[config.mk]
export PLATFORM = sky130hd
export DESIGN_NAME = golomb_mark_counter
export DESIGN_NICKNAME = d
export VERILOG_FILES = /design/src/rtl/golomb_mark_counter.sv
export SDC_FILE = /design/constraint.sdc
export NUM_CORES = 1
export LEC_CHECK = 0
export CELL_PAD_IN_SITES_DETAIL_PLACEMENT = 0
export CELL_PAD_IN_SITES_GLOBAL_PLACEMENT = 1
export CORE_ASPECT_RATIO = 1.25
export CORE_MARGIN = 2
export CORE_UTILIZATION = 31
export DETAILED_ROUTE_END_ITERATION = 12
export PLACE_DENSITY_LB_ADDON = 0.1
export RECOVER_POWER = 25
export SYNTH_ARGS = -nofsm -noshare
export SYNTH_HDL_FRONTEND = slang
export SYNTH_SLANG_ARGS = --single-unit
export TNS_END_PERCENT = 5
[constraint.sdc]
create_clock -name clock -period 8.4 [get_ports clock]
set_input_delay 1.68 -clock clock [delete_from_list [all_inputs] [get_ports clock]]
set_output_delay 1.68 -clock clock [all_outputs]
set_load 0.02 [all_outputs]
[src/rtl/golomb_mark_counter.sv]
// golomb_mark_counter: one Golomb-ruler mark; searches the next legal position when enabled==POSITION (ports: clock, RESET, enabled, prev_value, maxallowed, firstvalue, marks, distances in; m, next_value, next_enabled, pairdistsHash, ready, good out)
module golomb_mark_counter #(
  parameter int POSITION = 1,
  parameter int MAXVALUE = 22,
  parameter int NUMPOSITIONS = 5
) (
  input  logic                          clock,
  input  logic                          RESET,
  output logic                          ready,
  input  logic [8:0]                    firstvalue,
  input  logic [8:0]                    prev_value,
  input  logic [8:0]                    maxallowed,
  input  logic [6:0]                    enabled,
  output logic [8:0]                    m,
  output logic [6:0]                    next_enabled,
  output logic [8:0]                    next_value,
  input  logic [MAXVALUE:0]             distances,
  output logic [MAXVALUE:0]             pairdistsHash,
  input  logic [(NUMPOSITIONS+1)*9-1:0] marks,
  output logic                          good
);
  typedef enum logic [1:0] {IDLE, SEARCH, HOLD} state_t;
  localparam bit LEAF = POSITION == NUMPOSITIONS;
  if (POSITION == 0) begin : g_head
    logic unused_in;
    assign unused_in = ^{clock, RESET, firstvalue, prev_value, maxallowed, enabled, distances, marks};
    assign ready = 1'b1;
    assign m = '0;
    assign next_value = 9'd1;
    assign next_enabled = '0;
    assign pairdistsHash = '0;
    assign good = 1'b0;
  end else begin : g_mark
    state_t state, state_n;
    logic [8:0] mq, mq_n, cand, cand_n, limit;
    logic [6:0] ne, ne_n;
    logic gq, gq_n, coll, act, unused_marks;
    logic [8:0] mk [POSITION];
    logic [MAXVALUE:0] other;
    for (genvar k = 0; k < POSITION; k++) begin : g_mk
      assign mk[k] = marks[(NUMPOSITIONS-k)*9 +: 9];
    end
    assign unused_marks = ^marks;
    assign act = enabled == 7'(POSITION);
    assign limit = maxallowed < 9'(MAXVALUE) ? maxallowed : 9'(MAXVALUE);
    assign m = mq;
    assign next_value = mq + 9'd1;
    assign next_enabled = ne;
    assign good = gq;
    assign ready = !(state == SEARCH || (state == IDLE && act));
    always_comb begin
      pairdistsHash = '0;
      for (int j = 0; j < POSITION; j++)
        for (int i = 1; i <= MAXVALUE; i++)
          if (mq != '0 && mq - mk[j] == 9'(i)) pairdistsHash[i] = 1'b1;
    end
    // own distances are excluded so a backtracking mark does not collide with itself
    assign other = distances & ~pairdistsHash;
    always_comb begin
      coll = 1'b0;
      for (int j = 0; j < POSITION; j++)
        for (int i = 0; i <= MAXVALUE; i++)
          if (other[i] && cand - mk[j] == 9'(i)) coll = 1'b1;
    end
    always_comb begin
      state_n = state;
      mq_n = mq;
      cand_n = cand;
      ne_n = ne;
      gq_n = gq;
      case (state)
        IDLE: if (act) begin
          state_n = SEARCH;
          cand_n = mq == '0 ? prev_value : mq + 9'd1;
        end
        SEARCH: if (cand > limit) begin
          state_n = HOLD;
          mq_n = '0;
          gq_n = 1'b0;
          ne_n = 7'(POSITION - 1);
        end else if (coll) begin
          cand_n = cand + 9'd1;
        end else begin
          state_n = HOLD;
          mq_n = cand;
          gq_n = LEAF;
          ne_n = LEAF ? 7'(POSITION - 1) : 7'(POSITION + 1);
        end
        HOLD: if (!act) begin
          state_n = IDLE;
          mq_n = LEAF ? '0 : mq;
          gq_n = LEAF ? 1'b0 : gq;
        end
        default: state_n = IDLE;
      endcase
    end
    always_ff @(posedge clock) begin
      if (RESET) begin
        state <= IDLE;
        mq <= firstvalue;
        cand <= '0;
        ne <= 7'(POSITION - 1);
        gq <= 1'b0;
      end else begin
        state <= state_n;
        mq <= mq_n;
        cand <= cand_n;
        ne <= ne_n;
        gq <= gq_n;
      end
    end
  end
endmodule

* After elaboration in Yosys (flattened, before gate mapping)
Cells that the tools add are included.
** Storage, ports and cells
- Bits in latches :: 0
- Output and inout port bits :: 50
- Memories kept :: 0
- Flip-flop bits (word level) :: 28
- Input bits :: 113
- Memory bits (read-only) :: 0
- Logic and storage cells :: 189
- Bits in writable memories :: 0
** Cells by class
- Mux-type cells :: 64
- Order comparisons :: 2
- Reduce and logical (&&, ||, !) cells :: 58
- Div/mod/pow operators :: 0
- Equality and inequality tests :: 54
- Shift operators :: 0
- Add/sub/neg operators :: 4
- Multipliers :: 0
- Bitwise gates (word level) :: 2
** Operators by type and width (count)
- equality test 9 x 4 -> 1 bit (second input constant) :: 16
- equality test 9 x 5 -> 1 bit (second input constant) :: 14
- two-way mux 9 bit :: 9
- equality test 9 x 3 -> 1 bit (second input constant) :: 8
- two-way mux 1 bit :: 47
- logical AND 1 bit :: 46
- equality test 9 x 2 -> 1 bit (second input constant) :: 4
- bitwise AND 23 bit :: 1
- inverter 23 bit :: 1
- adder 9 x 1 -> 9 bit (second input constant) :: 2
- equality test 9 x 1 -> 1 bit (second input constant) :: 2
- zero test 9 bit :: 2
- case mux 9 bit (2 select lines) :: 1
- subtractor 9 bit :: 2
- two-way mux 7 bit :: 2
- greater-than comparator 9 bit :: 1
- less-than comparator 9 x 5 -> 1 bit (second input constant) :: 1
- nonzero test 9 bit :: 1
- two-way mux 2 bit :: 4
- != test 2 bit (second input constant) :: 4
- equality test 7 x 1 -> 1 bit (second input constant) :: 1
- != test 3 x 2 -> 1 bit (second input constant) :: 2
- case mux 2 bit (3 select lines) :: 1
- AND reduction 2 bit :: 2
- 9 further kinds :: 10

* Longest topological paths before layout
Gate-level depths: netlist (run 1).
- Depth in word-level cells :: 34
- Mapped depth :: 15
- Depth with buffers taken out :: 14

* Worst setup path before layout (run 1)
Ideal clock, no wire load.
- Path kind :: input-to-output
- From :: input marks[45]
- To :: output pairdistsHash[18]
- Path slack :: 2.829 ns
- Arrival time :: 3.891 ns
- Cell stages on the path :: 9
- Cell sequence :: ha_1 fa_1 nand2b_1 a21oi_1 nor4_1 nor3_1 nand3_2 or2_2 nor2_1
** On the way
- Cells in the longest elaborated chain, start to end :: 4
** RTL lines
- start, declared :: line 19 : input logic [(NUMPOSITIONS+1)*9-1:0] marks,
- subtractor 9 bit :: line 55 : if (mq != '0 && mq - mk[j] == 9'(i)) pairdistsHash[i] = 1'b1;
- equality test 9 x 5 -> 1 bit :: line 55
- logical AND 1 bit :: line 55
- two-way mux 1 bit :: line 55
- end, declared :: line 18 : output logic [MAXVALUE:0] pairdistsHash,
No other way between the ends.

* Final worst setup path (run 1)
Same ends and word-level chain as after synthesis.

==> results.sh, run 1 <==
export IMPL_p_seq_frac=0.279
export IMPL_cp_cell_sequence="clkdlybuf4s50_1 -> ha_1 -> fa_1 -> nand2b_1 -> a21oi_1 -> nor4_1 -> nor3_1 -> nand3_2 -> or2_2 -> nor2_1 -> clkdlybuf4s50_1"
export IMPL_yosysUniqueCellTypes=75
export IMPL_cts_sinks=21
export IMPL_post_cts_buffers=0
export IMPL_clk_latency_ps=250
export IMPL_overflow=0
export IMPL_min_path_cells=2
export IMPL_final_area_mm2=0.00460
export IMPL_skew_ps=2.70
export IMPL_port_buffers=109
export IMPL_ir_drop_uv=75.6
export IMPL_cpPeakStageDelay_ps=620
export IMPL_tightest_slew_ps=1070
export IMPL_synth_fa_ha_area_frac=0.120
export IMPL_finalHoldViolations=0
export IMPL_num_rows=42
export IMPL_dp_cells=693
export IMPL_num_vias=3761
export IMPL_intPower_uw=262
export IMPL_ctsHoldBuffers=0
export IMPL_cts_resized=0
export IMPL_n_antenna_cell=0
export IMPL_regArea_um2=510
export IMPL_reg2reg_to="m[0]"
export IMPL_start_kind="primary input"
export IMPL_syn_to_final_growth_pct=37.0
export IMPL_p_comb_frac=0.469
export IMPL_power_leakage_uw=0.00181
export IMPL_first_iter_violations=149
export IMPL_reg2reg_depth=13
export IMPL_r2r_start="m[0]"
export IMPL_min_to="next_enabled[1]"
export IMPL_critPathMaxFanout=8
export IMPL_layout_drive_gt1_share=0.0513
export IMPL_maxSlewViolCount=0
export IMPL_power_switching_uw=148
export IMPL_cts_path_max_buffers=2
export IMPL_routed_wl_mm=11.6
export IMPL_ant_nets=0
export IMPL_crit_slowest_cell="clkdlybuf4s50_1"
export IMPL_synth_xor_area_share=0.0470
export IMPL_dieWidth_um=97.1
export IMPL_finalSetupViolCount=0
export IMPL_hold_class="flop to flop"
export IMPL_first_global_vias=3692
export IMPL_wire_per_inst_um=16.7
export IMPL_crit_type="primary input to output port"
export IMPL_path_common_cell="clkdlybuf4s50_1"
export IMPL_grt_max_degree=30
export IMPL_fin_cells=697
export IMPL_synthFlopType="dfxtp_1"
export IMPL_status="complete, no violations"
export IMPL_cts_htree_levels=1
export IMPL_core_area_mm2=0.0106
export IMPL_clkPwrFrac=0.252
export IMPL_cts_root_buffer="clkbuf_16"
export IMPL_die_y_um=120
export IMPL_dr_pass1_iters=4
export IMPL_place_area_mm2=0.00452
export IMPL_post_route_min_period_ps=6790
export IMPL_nFillCells=1119
export IMPL_drc=0
export IMPL_finalPower_uw=410
export IMPL_synth_compound_area_share=0.257
export IMPL_tns_ps=0
export IMPL_grt_usage=0.193
export IMPL_max_freq_mhz=147
export IMPL_muxShareOfSynthArea=0.0444
export IMPL_multi_input_area_mm2=0.00267
export IMPL_rsz0062_at_grt="false"
export IMPL_hold_slack_ps=499
export IMPL_synth_edf_count=9
export IMPL_cp_arrival_ps=5110
export IMPL_synth_simple_area_share=0.313
export IMPL_globalplace_congestion=0.876
export IMPL_path_buf_inv=2
export IMPL_die_area_mm2=0.0117
export IMPL_ys_warn_count=0
export IMPL_cts_buffers=3
export IMPL_max_cap_viol_count=0
export IMPL_synthCells=467
export IMPL_initial_core_util=0.318
export IMPL_grt_pass1_wl_mm=18.7
export IMPL_cp_end_kind="output port"
export IMPL_synth_seq_area_share=0.152
export IMPL_clk_pin_slew_ps=60
export IMPL_viasPerCell=5.40
export IMPL_rrSetupSlack_ps=4160
export IMPL_required_ps=6720
export IMPL_syn_area_mm2=0.00336
export IMPL_cts_tree="yes"
export IMPL_antenna_found_initial=0
export IMPL_place_hpwl_mm=9.44
export IMPL_p_per_area_mw_per_mm2=89.1
export IMPL_finalCritPeriodShare=0.808
export IMPL_synthArstFlopShare=0
export IMPL_syn_area_per_cell_um2=7.19
export IMPL_io_pins=163
export IMPL_crit_family="simple AND/OR/NAND/NOR gates"
export IMPL_relSlewSlack=0.279
export IMPL_synth_top_family_by_area="simple AND/OR/NAND/NOR gates"
export IMPL_synth_seq_cells=21
export IMPL_switching_share=0.362
export IMPL_worstHoldStart="next_enabled[1]"
export IMPL_final_nets=710
[how the worst max path moves through the flow]
stage                                    to       from  slack [ps]  depth (start not counted)
final                     pairdistsHash[18]  marks[45]        1610                         11
after global routing      pairdistsHash[16]  marks[45]        1340                         11
after CTS                 pairdistsHash[18]  marks[45]        1590                         11
after detailed placement  pairdistsHash[18]  marks[45]        1590                         11
after global placement    pairdistsHash[18]  marks[45]        1630                         11
after floorplan           pairdistsHash[18]  marks[45]        2830                          9
[worst reg2reg max path, cell delays in order (launching register included)]
cell and delay (ps):
edfxtp_1 430, inv_1 120, ha_1 220, fa_1 510, nand2b_1 220, a21oi_1 230
nor4_1 120, nor3_1 390, nand3_2 200, o31a_1 320, o41a_1 500, nand3_1 110
nand2_1 70, nand2b_1 440
[cell usage after synthesis (3+ instances only)]
| master | number | area, um^2 |
|---|---|---|
| nor4_1 | 6 | 37.5 |
| buf_2 | 3 | 15.0 |
| xnor2_1 | 11 | 96.3 |
| nand4_1 | 7 | 43.8 |
| edfxtp_1 | 9 | 270 |
| dfxtp_1 | 12 | 240 |
| nor3_1 | 17 | 85.1 |
| and3_1 | 3 | 18.8 |
| o22ai_1 | 4 | 25.0 |
| nand2_1 | 59 | 221 |
| nor2_1 | 52 | 195 |
| ha_1 | 29 | 363 |
| a21oi_1 | 32 | 160 |
| inv_1 | 19 | 71.3 |
| a21o_1 | 11 | 82.6 |
| nor2b_1 | 5 | 31.3 |
| or3_1 | 5 | 31.3 |
| and2_1 | 3 | 18.8 |
| o21a_1 | 5 | 37.5 |
| buf_4 | 8 | 60.1 |
| a31oi_1 | 4 | 25.0 |
| xor2_1 | 7 | 61.3 |
| mux2i_1 | 7 | 70.1 |
| nand2b_1 | 10 | 62.6 |
| o21ai_0 | 24 | 120 |
| mux2_2 | 3 | 33.8 |
| clkbuf_1 | 13 | 48.8 |
| o211ai_1 | 3 | 22.5 |
| nand3_1 | 25 | 125 |
| or2_2 | 3 | 18.8 |
| a211oi_1 | 5 | 37.5 |
| a221oi_1 | 4 | 35.0 |
[final cells by class]
| class | instances | area share |
|---|---|---|
| clock buffer | 4 | 0.0171 |
| multi-input combinational | 410 | 0.580 |
| sequential | 21 | 0.111 |
| tap | 132 | 0.0359 |
| timing repair buffer | 111 | 0.240 |
| inverter | 19 | 0.0155 |
[flip-flops by register name, indices dropped and copies added (netlist names)]
name and flops:
g_mark.cand 9, g_mark.state 2, m 9, next_enabled 1
[per-layer routing]
metal	up-vias	track usage	routed length [um]
met2	121	0.377	6230
met5	-	0	0
li1	1889	-	-
met4	0	0.0423	117
met3	9	0.0179	572
met1	1742	0.226	4690
[cell families after synthesis]
family | count (synthesis)
muxes | 12
and+or+nand+nor | 213
adders and majority gates | 31
xor gates and xnor gates | 18
buffers and inverters | 46
DFF | 21
other | 2
AOI/OAI and AO/OA | 124
[cells in the final DEF, fill, tap and decap left out, types with 12 or more instances in the layout]
master and n:
nand2_1 59, conb_1 12, nor3_1 17, clkdlybuf4s50_1 91
nand3_1 25, ha_1 29, a21oi_1 32, inv_1 19
nor2_1 52, dfxtp_1 12, o21ai_0 24, dlygate4sd3_1 18
[power groups by stage]
stage / combinational, uW / clock [uW] / sequential (uW)
after floorplan: 120 / 0 / 118
after global placement: 193 / 0 / 117
after detailed placement: 194 / 0 / 117
after CTS: 195 / 104 / 115
after global routing: 211 / 107 / 115
final: 192 / 103 / 114
[through the flow]
stage	worst slack, ps	util
global placement	1630	0.428
global route	1340	0.436
floorplan	2830	-
finish	1610	0.436
detailed placement	1590	0.428
CTS	1590	0.436
No activity file was read; power rests on OpenSTA's default activity.
==> run 2: changes to the inputs <==
--- a/config.mk
+++ b/config.mk
@@ -9,7 +9,7 @@
 export CELL_PAD_IN_SITES_GLOBAL_PLACEMENT = 1
 export CORE_ASPECT_RATIO = 1.25
 export CORE_MARGIN = 2
-export CORE_UTILIZATION = 31
+export CORE_UTILIZATION = 26
 export DETAILED_ROUTE_END_ITERATION = 12
 export PLACE_DENSITY_LB_ADDON = 0.1
 export RECOVER_POWER = 25
==> constraint.sdc (replaced) <==
create_clock -name clock -period 5.9 [get_ports clock]
set_input_delay 1.18 -clock clock [delete_from_list [all_inputs] [get_ports clock]]
set_output_delay 1.18 -clock clock [all_outputs]
set_load 0.02 [all_outputs]
==> results.sh, run 2 (same netlist as run 1, synthesis figures left out) <==
export IMPL_required_ps=4720
export IMPL_n_antenna_cell=0
export IMPL_core_area_mm2=0.0127
export IMPL_layout_common_cells="clkdlybuf4s50_1, nand2_1, nor2_1"
export IMPL_rsz0062_at_grt="false"
export IMPL_overflow=0
export IMPL_critPathMaxFanout=4
export IMPL_ctsHoldBuffers=0
export IMPL_status="complete, no violations"
export IMPL_cp_arrival_ps=4430
export IMPL_routed_wl_mm=12.1
export IMPL_first_iter_violations=102
export IMPL_grt_pass1_wl_mm=19.1
export IMPL_num_rows=46
export IMPL_maxSlewViolCount=0
export IMPL_io_pins=163
export IMPL_drc=0
export IMPL_dr_pass1_iters=4
export IMPL_first_global_vias=3687
export IMPL_finalSetupViolCount=0
export IMPL_crit_type="primary input to output port"
export IMPL_final_nets=718
export IMPL_place_hpwl_mm=10.1
export IMPL_mostFrequentLayoutCell="clkdlybuf4s50_1"
export IMPL_clk_latency_ps=250
export IMPL_initial_core_util=0.265
export IMPL_cts_resized=0
export IMPL_nFillCells=1387
export IMPL_layout_drive_gt1_share=0.0663
export IMPL_ir_drop_uv=118
export IMPL_globalplace_congestion=0.821
export IMPL_cts_buffers=3
export IMPL_finalHoldViolations=0
export IMPL_final_area_mm2=0.00471
export IMPL_post_route_min_period_ps=5610
export IMPL_grt_usage=0.171
export IMPL_dieWidth_um=106
export IMPL_wire_per_inst_um=16.3
export IMPL_ant_nets=0
export IMPL_tns_ps=0
export IMPL_cts_tree="yes"
export IMPL_finalCritPeriodShare=0.951
export IMPL_post_cts_buffers=0
export IMPL_die_area_mm2=0.0138
export IMPL_cts_root_buffer="clkbuf_16"
export IMPL_relSlewSlack=0.415
export IMPL_max_freq_mhz=178
export IMPL_antenna_found_initial=0
export IMPL_viasPerCell=5.05
export IMPL_num_vias=3745
export IMPL_die_y_um=131
export IMPL_skew_ps=4.08
export IMPL_max_cap_viol_count=0
export IMPL_grt_max_degree=30
export IMPL_p_per_area_mw_per_mm2=125
export IMPL_place_area_mm2=0.00463
export IMPL_clk_pin_slew_ps=60
export IMPL_cp_end_kind="output port"
export IMPL_cts_path_max_buffers=2
export IMPL_tightest_slew_ps=874
export IMPL_hold_class="flop to flop"
export IMPL_start_kind="primary input"
export IMPL_cts_sinks=21
export IMPL_cts_htree_levels=1
export IMPL_port_buffers=109
export IMPL_power_leakage_uw=0.00185
export IMPL_syn_to_final_growth_pct=40.2
## run 2: cell type report
| class | count | area, um^2 | area share |
|---|---|---|---|
| flip-flops and latches | 21 | 510 | 0.108 |
| clock buffers | 3 | 75.1 | 0.0159 |
| multi-input cells | 410 | 2670 | 0.567 |
| inverters | 19 | 71.3 | 0.0152 |
| well taps | 168 | 210 | 0.0447 |
| clock inverters | 1 | 5.00 | 0.00106 |
| repair buffers | 119 | 1170 | 0.248 |
## run 2: layer usage
metal  routed length, um  vias up  GRT usage
li1                    -     1900          -
met3                 431        8     0.0139
met2                6470       99      0.347
met1                5040     1738      0.195
met4                 133        0     0.0325
met5                   0        -          0
## run 2: power by group
group | switching [uW] | internal (uW)
sequential | 7.37 | 156
combinational | 150 | 131
clock | 53.9 | 91.1
## run 2: metrics by stage
step	hold slack, ps	util	cells	worst slack [ps]	power [uW]
6_report	508	0.372	741	287	589
5_1_grt	548	0.372	741	88.4	625
4_1_cts	519	0.372	741	281	597
3_5_place_dp	510	0.365	737	277	452
3_3_place_gp	510	0.365	737	302	452
2_1_floorplan	510	-	477	1330	339
## run 2: worst max-delay path, cell delays in order
cell and delay [ps]:
clkdlybuf4s50_1 460, ha_1 220, fa_1 460, nand2b_1 210, a21oi_1 190, nor4_1 100, nor3_1 400, nand3_2 130
or2_2 350, nor2_1 120, clkdlybuf4s50_1 620
## run 2: path summary, 6_finish.rpt
check / cells past startpoint / endpoint / slack [ps] / startpoint
max: 11 / pairdistsHash[18] / 290 / marks[45]
min: 2 / next_enabled[1] / 510 / next_enabled[1]
max reg2reg: 14 / m[8] / 1640 / m[0]
min reg2reg: 2 / next_enabled[1] / 510 / next_enabled[1]
